File: src/rtl/row_buf_ctrl_if.sv
// Write-side handshake bundle for row_buf_ctrl: upstream beat offer/grant,
// buffer write controls, and row-complete / drain handshake.
interface row_buf_ctrl_if #(
    parameter int ADDR_WIDTH = 3
);
    logic                  in_valid;
    logic [2:0]            in_cnt;
    logic                  in_ready;
    logic [2:0]            in_taken;
    logic [2:0]            pop_num;
    logic [ADDR_WIDTH-1:0] addr;
    logic                  row_fini;
    logic                  row_done;
    logic                  drain_ack;
    logic [15:0]           row_cnt;

    // Environment side: lane packer plus downstream consumer
    modport master (
        output in_valid, in_cnt, drain_ack,
        input  in_ready, in_taken, pop_num, addr, row_fini, row_done, row_cnt
    );

    // Controller side
    modport slave (
        input  in_valid, in_cnt, drain_ack,
        output in_ready, in_taken, pop_num, addr, row_fini, row_done, row_cnt
    );
endinterface

File: src/rtl/row_buf_ctrl.sv
// row_buf_ctrl: write-side sequencer for the 5-lane row buffer.
// Grants up to 5 words per beat, clipped to the room left in the row, issues
// registered pop_num/addr one cycle after the grant, pulses row_fini once the
// row is full and then stalls input until drain_ack.
// Optional build macro: ROW_BUF_CTRL_STATS_EN adds a saturating completed-row
// counter on row_cnt; without it row_cnt is tied to zero.
module row_buf_ctrl #(
    parameter int ADDR_WIDTH = 3,
    parameter int RAM_DEPTH  = 1 << ADDR_WIDTH,
    parameter int ROW_LEN    = 8
) (
    input logic          clk,
    input logic          rst,
    row_buf_ctrl_if.slave bus
);
    localparam int FW    = ADDR_WIDTH + 1;
    // Arithmetic width: must hold both ROW_LEN (<= RAM_DEPTH) and a 0..5 count
    localparam int DW    = $clog2(RAM_DEPTH + 1);
    localparam int CW    = (DW > 3) ? DW : 3;
    localparam logic [CW-1:0] ROW_LEN_C = CW'(ROW_LEN);
    localparam logic [CW-1:0] MAX_BEAT  = CW'(5);

    typedef enum logic [1:0] {
        FILL       = 2'd0,
        CLOSE      = 2'd1,
        WAIT_DRAIN = 2'd2
    } state_t;

    state_t                state_q, state_d;
    logic [FW-1:0]         fill_q, fill_d;
    logic [2:0]            pop_num_q, pop_num_d;
    logic [ADDR_WIDTH-1:0] addr_q, addr_d;
    logic                  row_fini_q, row_fini_d;
    logic                  row_done_q, row_done_d;

    logic [CW-1:0] eff_w, room_w, grant_w, new_fill_w;
    logic          accept;

    // Beat sizing: clamp the offer to 5 and to the words left in the row
    always_comb begin
        eff_w      = (bus.in_cnt > 3'd5) ? MAX_BEAT : CW'(bus.in_cnt);
        room_w     = ROW_LEN_C - CW'(fill_q);
        grant_w    = (eff_w < room_w) ? eff_w : room_w;
        new_fill_w = CW'(fill_q) + grant_w;
    end

    // Next-state and handshake outputs; in_ready is masked while reset is held
    always_comb begin
        state_d      = state_q;
        fill_d       = fill_q;
        addr_d       = addr_q;
        pop_num_d    = 3'd0;
        row_fini_d   = 1'b0;
        row_done_d   = 1'b0;
        accept       = 1'b0;
        bus.in_ready = 1'b0;
        bus.in_taken = 3'd0;
        case (state_q)
            FILL: begin
                bus.in_ready = ~rst;
                accept       = ~rst & bus.in_valid & (eff_w != '0);
                if (accept) begin
                    bus.in_taken = grant_w[2:0];
                    pop_num_d    = grant_w[2:0];
                    addr_d       = fill_q[ADDR_WIDTH-1:0];
                    fill_d       = new_fill_w[FW-1:0];
                    if (new_fill_w == ROW_LEN_C) state_d = CLOSE;
                end
            end
            // Final write is on the bus this cycle; row_fini follows next cycle
            CLOSE: begin
                row_fini_d = 1'b1;
                state_d    = WAIT_DRAIN;
            end
            WAIT_DRAIN: begin
                if (bus.drain_ack) begin
                    fill_d  = '0;
                    addr_d  = '0;
                    state_d = FILL;
                end else begin
                    row_done_d = 1'b1;
                end
            end
            default: state_d = FILL;
        endcase
    end

    // State and registered write controls
    always_ff @(posedge clk or posedge rst) begin
        if (rst) begin
            state_q    <= FILL;
            fill_q     <= '0;
            pop_num_q  <= 3'd0;
            addr_q     <= '0;
            row_fini_q <= 1'b0;
            row_done_q <= 1'b0;
        end else begin
            state_q    <= state_d;
            fill_q     <= fill_d;
            pop_num_q  <= pop_num_d;
            addr_q     <= addr_d;
            row_fini_q <= row_fini_d;
            row_done_q <= row_done_d;
        end
    end

    assign bus.pop_num  = pop_num_q;
    assign bus.addr     = addr_q;
    assign bus.row_fini = row_fini_q;
    assign bus.row_done = row_done_q;

`ifdef ROW_BUF_CTRL_STATS_EN
    logic [15:0] row_cnt_q, row_cnt_d;

    // Count closed rows, sticking at all-ones
    always_comb begin
        row_cnt_d = row_cnt_q;
        if (row_fini_q && (row_cnt_q != 16'hFFFF)) row_cnt_d = row_cnt_q + 16'd1;
    end

    // Row counter register
    always_ff @(posedge clk or posedge rst) begin
        if (rst) row_cnt_q <= 16'd0;
        else     row_cnt_q <= row_cnt_d;
    end

    assign bus.row_cnt = row_cnt_q;
`else
    assign bus.row_cnt = 16'd0;
`endif
endmodule

File: src/flat_wrapper.sv
// flat-port wrapper written by rule: the top's interface ports become plain ports
module row_buf_ctrl_flat 
#(
    parameter int ADDR_WIDTH = 3,
    parameter int RAM_DEPTH  = 1 << ADDR_WIDTH,
    parameter int ROW_LEN    = 8
)
  (clk, rst, bus_in_valid, bus_in_cnt, bus_drain_ack, bus_in_ready, bus_in_taken, bus_pop_num, bus_addr, bus_row_fini, bus_row_done, bus_row_cnt);
  row_buf_ctrl_if #(.ADDR_WIDTH(ADDR_WIDTH)) bus_i ();
  input logic clk;
  input logic rst;
  input wire logic [$bits(bus_i.in_valid)-1:0] bus_in_valid;
  input wire logic [$bits(bus_i.in_cnt)-1:0] bus_in_cnt;
  input wire logic [$bits(bus_i.drain_ack)-1:0] bus_drain_ack;
  output wire logic [$bits(bus_i.in_ready)-1:0] bus_in_ready;
  output wire logic [$bits(bus_i.in_taken)-1:0] bus_in_taken;
  output wire logic [$bits(bus_i.pop_num)-1:0] bus_pop_num;
  output wire logic [$bits(bus_i.addr)-1:0] bus_addr;
  output wire logic [$bits(bus_i.row_fini)-1:0] bus_row_fini;
  output wire logic [$bits(bus_i.row_done)-1:0] bus_row_done;
  output wire logic [$bits(bus_i.row_cnt)-1:0] bus_row_cnt;
  assign bus_i.in_valid = bus_in_valid;
  assign bus_i.in_cnt = bus_in_cnt;
  assign bus_i.drain_ack = bus_drain_ack;
  assign bus_in_ready = bus_i.in_ready;
  assign bus_in_taken = bus_i.in_taken;
  assign bus_pop_num = bus_i.pop_num;
  assign bus_addr = bus_i.addr;
  assign bus_row_fini = bus_i.row_fini;
  assign bus_row_done = bus_i.row_done;
  assign bus_row_cnt = bus_i.row_cnt;
  row_buf_ctrl #(.ADDR_WIDTH(ADDR_WIDTH), .RAM_DEPTH(RAM_DEPTH), .ROW_LEN(ROW_LEN)) u_core (.clk(clk), .rst(rst), .bus(bus_i));
endmodule
File: config.mk
export PLATFORM = sky130hd
export DESIGN_NAME = row_buf_ctrl_flat
export DESIGN_NICKNAME = d
export VERILOG_FILES = /design/src/rtl/row_buf_ctrl_if.sv /design/src/rtl/row_buf_ctrl.sv /design/src/flat_wrapper.sv
export SDC_FILE = /design/constraint.sdc
export NUM_CORES = 1
export LEC_CHECK = 0
export CORE_MARGIN = 5
export CORE_UTILIZATION = 47
export DETAILED_ROUTE_END_ITERATION = 7
export PLACE_DENSITY = 0.83
export SLEW_MARGIN = 30
export SYNTH_ARGS = -nofsm -noshare
export SYNTH_HDL_FRONTEND = slang
export SYNTH_SLANG_ARGS = --single-unit
File: constraint.sdc
create_clock -name clk -period 5.7 [get_ports clk]
set_input_delay 0.57 -clock clk [delete_from_list [all_inputs] [get_ports clk]]
set_output_delay 0.57 -clock clk [all_outputs]
set_load 0.01 [all_outputs]
==> summary.txt, run 1 <==
Setup path
  • CP Class: reg -> out
  • Data required, critical path: 5130 ps
  • R2R setup slack: 2320 ps
  • R2R Path Start: u_core.fill_q[0]
  • Worst Path Max Fanout: 7
  • R2R depth: 13
  • Worst-path cell chain: inv_1 -> ha_1 -> xnor2_1 -> inv_1 -> ha_1 -> a21o_1 -> o21ai_4 -> mux2i_1 -> clkdlybuf4s50_1
  • Startpoint type of the worst setup path: flip-flop
  • Setup crit start: u_core.fill_q[0]
  • Max stage delay on crit path: 570 ps
  • CP Data Arrival Time: 3020 ps
  • Critical path capture point type: output port
  • FF-to-FF End: u_core.state_q[0]
  • Critical path's slowest cell: clkdlybuf4s50_1

Worst hold path
  • Hold Path Origin: u_core.bus.addr[1]
  • Hold crit path type: reg -> reg
  • Worst Hold Path EP: u_core.bus.addr[1]
  • Hold path depth: 1

Synth
  • Sequential fraction of the synthesis area: 35.7%
  • FF+latch count, synth: 14
  • Cells after Synth: 96
  • Syn Area/Cell: 10.2 um^2
  • Synth warn: 0
  • Synth area leaders: dfrtp_1 36%, buf_4 12%, ha_1 7.7%
  • Distinct cells, synth: 33
  • Post-Syn Area: 981 um^2
  • Synth area leader: dfrtp_1
  • Post-synth top area share: 35.7%

Clocking
  • Clk pin slew, worst setup/hold paths: 80 ps
  • Cts repair resizes: 0
  • Num CTS Buffers: 3
  • Clk buf depth: 2
  • Htree depth: 1
  • CTS tree: built
  • Postcts setup bufs: 0
  • Latest clock arrival within the worst-skew pair: 280 ps
  • Root Driver: clkbuf_4
  • Cts hold-fix bufs: 0
  • Sink Count: 14

Finish
  • N_diodes: 0
  • Layout cells sized above 1: 8.77%
  • Nets@finish: 130
  • Commonest non-fill, non-tap cell in the layout: clkdlybuf4s50_1
  • Fillers: 173
  • Most frequent cells in the layout: 18 x clkdlybuf4s50_1, 16 x conb_1, 14 x dfrtp_1, 8 x nand2_1, 7 x inv_1
  • Fin area: 0.00114 mm^2
  • Synth-to-Final Area Change: 16.1%

Global routing
  • Global Route Usage Sum: 12.4%
  • Largest net degree at the start of global routing: 15
  • Remaining Overflow, GRT: 0
  • First-pass GRT wire length: 3080 um
  • Number of global-route vias before repair: 705
  • Initial antenna violation count: 0

Placed design
  • IO buf count: 18
  • Post-DP HPWL: 1470 um
  • Routability cong.: 0.889
  • Placed Area: 0.00112 mm^2

Die
  • Core region area: 0.00198 mm^2
  • Boundary pin count: 35
  • Die ar.: 0.00310 mm^2
  • Initial core utilization: 49.5%
  • Die Y: 55.7 um
  • Site Rows: 16
  • Chip Width: 55.7 um

Routing
  • Routed Antenna Nets: 0
  • Vias per Instance: 4.90
  • Post-Route WL: 1810 um
  • Pre-Repair DR Iteration Count: 4
  • Number of remaining DRC errors: 0
  • Routed len/inst: 12.8 um
  • Routed vias: 691
  • Initial DRC Count: 19

STA
  • RSZ-0062 raised after global routing: false
  • Max frequency: 279 MHz
  • Slew Viols, Final: 0
  • Layout Skew: 6.57 ps
  • Final Cycle Share: 63.0%
  • Post-route minimum period: 3590 ps
  • Setup violations, final: 0
  • Post-route setup TNS: 0 ps
  • Slew @ Worst Pin: 536 ps
  • Hold WS: 505 ps
  • Slew headroom: 64.2%
  • Fin. Hold Viols: 0

Power
  • PD cells: 587 mW/mm^2
  • Static Leak: 0.568 nW
  • Max rail drop VDD: 0.390 mV

Status
  • Status: finished clean

Flow run
  • Max_cap viols: 0
[flip-flops by register name, indices dropped and copies added, names as in the netlist]
name and cells:
u_core.bus.addr 3, u_core.bus.pop_num 3, u_core.bus.row_done 1, u_core.bus.row_fini 1
u_core.fill_q 4, u_core.state_q 2
[stage by stage]
step	cells	total power, mW	setup WS (ps)	utilization [%]
global placement	138	0.598	2170	56.3
CTS	141	0.671	2110	57.4
floorplan	111	0.497	2700	-
global route	141	0.727	1910	57.4
detailed placement	138	0.615	2070	56.3
finish	141	0.668	2110	57.4
[metal layers]
metal	GRT usage, %	up-vias	part of all wire, %
met5	0	-	0
met4	3.47	0	0
met3	6.03	0	10
met2	20.4	33	49
met1	14.1	330	41
li1	-	328	-
[cells by family after synthesis]
kind of cell	count (synthesis)	share of synthesized area, %
mux	7	8.16
flops	14	35.7
xor+xnor	4	3.57
buf+inv	25	16.5
compound gates	16	13.0
fa+ha+maj	7	9.69
other cells	1	0.382
simple gates	22	13.0
[where the power goes]
group | internal (mW) | switching (mW) | total, mW
combinational | 0.227 | 0.217 | 0.444
sequential | 0.137 | 0.0339 | 0.171
clock | 0.0245 | 0.0290 | 0.0535
[synthesized netlist by cell type]
master / count
mux2_4: 2
a21boi_0: 1
buf_6: 1
a21oi_1: 2
and3_1: 1
ha_1: 6
clkbuf_1: 1
or2_1: 1
dfrtp_1: 14
nor2_1: 1
nor3_2: 1
inv_1: 7
and4bb_1: 1
fa_1: 1
nor3_1: 3
o21ai_4: 1
nor2b_1: 1
a2bb2oi_1: 1
nand3b_1: 1
nor3b_1: 2
a21oi_2: 2
conb_1: 1
xnor2_1: 4
and2b_2: 1
o21ai_1: 1
mux2i_1: 5
o21ai_0: 1
o32ai_1: 1
buf_4: 16
a22o_1: 3
a21o_1: 3
nand2b_1: 1
nand2_1: 8
[worst max path at each step]
stage / endpoint
after global routing: bus_in_taken[2]
after detailed placement: u_core.fill_q[3]
after global placement: u_core.fill_q[3]
after floorplan: u_core.state_q[0]
final: bus_in_taken[2]
after CTS: bus_in_taken[2]
[critical path: cells and delay by family (launching register included)]
family	cells	cell delay, ps
XOR/XNOR	1	270
buffers and inverters	3	750
multiplexers	1	270
AO/OA/AOI/OAI	2	500
flip-flops	1	440
adder cells (fa/ha/maj)	2	520
[cell type report]
class | instances | area (um^2) | share of cell area, %
timing repair buffer | 18 | 180 | 15.8
tap | 27 | 33.8 | 2.97
inverter | 7 | 26.3 | 2.31
sequential | 14 | 350 | 30.8
multi-input combinational | 72 | 526 | 46.2
clock buffer | 3 | 22.5 | 1.98
Power figures use the tool's default switching activity.
==> inputs of run 2 (changes only) <==
--- a/config.mk
+++ b/config.mk
@@ -6,9 +6,9 @@
 export NUM_CORES = 1
 export LEC_CHECK = 0
 export CORE_MARGIN = 5
-export CORE_UTILIZATION = 47
+export CORE_UTILIZATION = 44
 export DETAILED_ROUTE_END_ITERATION = 7
-export PLACE_DENSITY = 0.83
+export PLACE_DENSITY = 0.79
 export SLEW_MARGIN = 30
 export SYNTH_ARGS = -nofsm -noshare
 export SYNTH_HDL_FRONTEND = slang
==> constraint.sdc (replaced) <==
create_clock -name clk -period 3.65 [get_ports clk]
set_input_delay 0.365 -clock clk [delete_from_list [all_inputs] [get_ports clk]]
set_output_delay 0.365 -clock clk [all_outputs]
set_load 0.01 [all_outputs]
==> summary.txt, run 2 (synthesized netlist as in run 1, its figures left out) <==
Status
  • Status: finished clean

Routing
  • Routed Antenna Nets: 0 (unchanged)
  • Routed vias: 689 (-0.29%)
  • Pre-Repair DR Iteration Count: 4 (unchanged)
  • Post-Route WL: 1760 um (-2.7%)
  • Routed len/inst: 12.3 um (-4.1%)
  • Initial DRC Count: 11 (-8)
  • Number of remaining DRC errors: 0 (unchanged)
  • Vias per Instance: 4.82 (-1.7%)

Finish
  • Most frequent cells in the layout: 18 x clkdlybuf4s50_1, 16 x conb_1, 14 x dfrtp_1, 8 x nand2_1, 7 x inv_1
  • Core Util, Final: 53.2% (-4.3 points)
  • Nets@finish: 130 (unchanged)
  • Layout cells sized above 1: 9.57% (+0.79 points)
  • Max FFs per register: 4 (unchanged)
  • Multi-input gate area: 526 um^2 (unchanged)
  • Commonest non-fill, non-tap cell in the layout: clkdlybuf4s50_1
  • Synth-to-Final Area Change: 17.6%
  • Post-Layout Cell Count: 143 (+1.4%)
  • Fillers: 200 (+16%)
  • Largest register by flop count: u_core.fill_q
  • Fin area: 0.00115 mm^2 (+1.3%)
  • N_diodes: 0 (unchanged)
  • Register Area: 350 um^2 (unchanged)

STA
  • Final Cycle Share: 92.7%
  • Post-route setup TNS: 0 ps (unchanged)
  • Slew @ Worst Pin: 519 ps (-17.4 ps)
  • Slew headroom: 65.4% (+1.2 points)
  • Slew Viols, Final: 0 (unchanged)
  • RSZ-0062 raised after global routing: false
  • Fin. Hold Viols: 0 (unchanged)
  • Setup violations, final: 0 (unchanged)
  • Post-route minimum period: 3380 ps
  • Max frequency: 296 MHz
  • Layout Skew: 6.08 ps (-0.496 ps)

Die
  • Die ar.: 0.00327 mm^2 (+5.6%)
  • Core region area: 0.00217 mm^2 (+9.5%)
  • Initial core utilization: 45.2% (-4.3 points)
  • Chip Width: 57.2 um (+2.7%)
  • Die Y: 57.2 um (+2.7%)
  • Site Rows: 17 (+1)
  • Boundary pin count: 35 (unchanged)

Power
  • Max rail drop VDD: 0.384 mV (-1.4%)
  • Sw Share: 40.7% (-1.2 points)
  • Static Leak: 0.576 nW (+1.3%)
  • P_sw: 0.431 mW (+54%)
  • Clock network fraction of total power: 10.5% (+2.5 points)
  • Comb pwr share: 64.2% (-2.3 points)
  • Register share of total power: 25.3% (-0.2 points)
  • Total power: 1.06 mW (+58%)
  • Internal power: 0.627 mW (+62%)
  • PD cells: 917 mW/mm^2 (+56%)

Global routing
  • Number of global-route vias before repair: 657 (-6.8%)
  • Initial antenna violation count: 0 (unchanged)
  • Global Route Usage Sum: 11.5% (-0.85 points)
  • Largest net degree at the start of global routing: 15 (unchanged)
  • First-pass GRT wire length: 2890 um (-6.3%)
  • Remaining Overflow, GRT: 0 (unchanged)

Clocking
  • Clk buf depth: 2 (unchanged)
  • Latest clock arrival within the worst-skew pair: 280 ps (about the same)
  • Cts repair resizes: 0 (unchanged)
  • Cts hold-fix bufs: 0 (unchanged)
  • Htree depth: 1 (unchanged)
  • Num CTS Buffers: 3 (unchanged)
  • Root Driver: clkbuf_4
  • Clk pin slew, worst setup/hold paths: 90 ps (about the same)
  • Postcts setup bufs: 0 (unchanged)
  • CTS tree: built
  • Sink Count: 14 (unchanged)

Setup path
  • R2R Path Start: u_core.fill_q[0]
  • Worst Path Max Fanout: 7 (unchanged)
  • R2R depth: 13 (unchanged)
  • Critical path endpoint: bus_in_taken[2]
  • R2R setup slack: 300 ps (-2020 ps)
  • Startpoint type of the worst setup path: flip-flop
  • Data required, critical path: 3280 ps (-1850 ps)
  • CP Class: reg -> out
  • CP Data Arrival Time: 3020 ps (about the same)
  • Setup crit start: u_core.fill_q[0]
  • FF-to-FF End: u_core.fill_q[3]
  • Critical path capture point type: output port

Worst hold path
  • Hold crit path type: in -> async

Placed design
  • IO buf count: 18 (unchanged)
  • Post-DP HPWL: 1440 um (-2.0%)
  • Routability cong.: 0.788 (-11%)
  • Placed Area: 0.00112 mm^2 (+0.11%)
  • Placed Instances: 139 (+0.72%)

Flow run
  • Max_cap viols: 0 (unchanged)
==> run 2: cell types whose count changed in the layout (fill, tap and decap cells not counted), sizes merged <==
cell / before / now
clkbuf: 3 / 4
==> run 2: worst max-delay path, cell delays in order, from the launching register on <==
cell and delay [ps]:
dfrtp_1 460, inv_1 110, ha_1 230, xnor2_1 240
inv_1 70, ha_1 290, a21o_1 210, o21ai_4 290
mux2i_1 270, clkdlybuf4s50_1 570
==> run 2: through the flow <==
stage	setup WS, ps	hold slack (ps)
2_1_floorplan	654	254
3_3_place_gp	323	492
3_5_place_dp	283	490
4_1_cts	223	486
5_1_grt	39.9	540
6_report	267	471
==> run 2: routing by layer <==
layer / vias up / share of wire (%) / track usage, %
met5: - / 0 / 0
met4: 0 / 3.2 / 6.62
met3: 8 / 10 / 4.75
met2: 29 / 47 / 18.6
met1: 324 / 39 / 12.7
li1: 328 / - / -
==> run 2: cell type report <==
type,instances,share of cell area (%)
clock buffers,4,3.15
inverters,7,2.28
multi-input cells,72,45.6
flip-flops and latches,14,30.4
well taps,28,3.04
repair buffers,18,15.6
==> run 2: how the worst min path moves through the flow <==
| stage | slack, ps | depth (start not counted) | endpoint |
|---|---|---|---|
| 2_1_floorplan | 250 | 1 | u_core.bus.addr[0] |
| 3_3_place_gp | 490 | 1 | u_core.bus.addr[2] |
| 6_report | 470 | 2 | u_core.bus.addr[0] |
| 3_5_place_dp | 490 | 1 | u_core.bus.addr[2] |
| 5_1_grt | 540 | 2 | u_core.bus.addr[0] |
| 4_1_cts | 490 | 2 | u_core.bus.pop_num[0] |
==> run 2: power groups by stage <==
| stage | sequential [mW] | clock (mW) | combinational [mW] |
|---|---|---|---|
| 6_report | 0.268 | 0.111 | 0.679 |
| 5_1_grt | 0.278 | 0.121 | 0.752 |
| 4_1_cts | 0.268 | 0.113 | 0.684 |
| 3_5_place_dp | 0.271 | 0 | 0.682 |
| 3_3_place_gp | 0.270 | 0 | 0.661 |
| 2_1_floorplan | 0.276 | 0 | 0.501 |
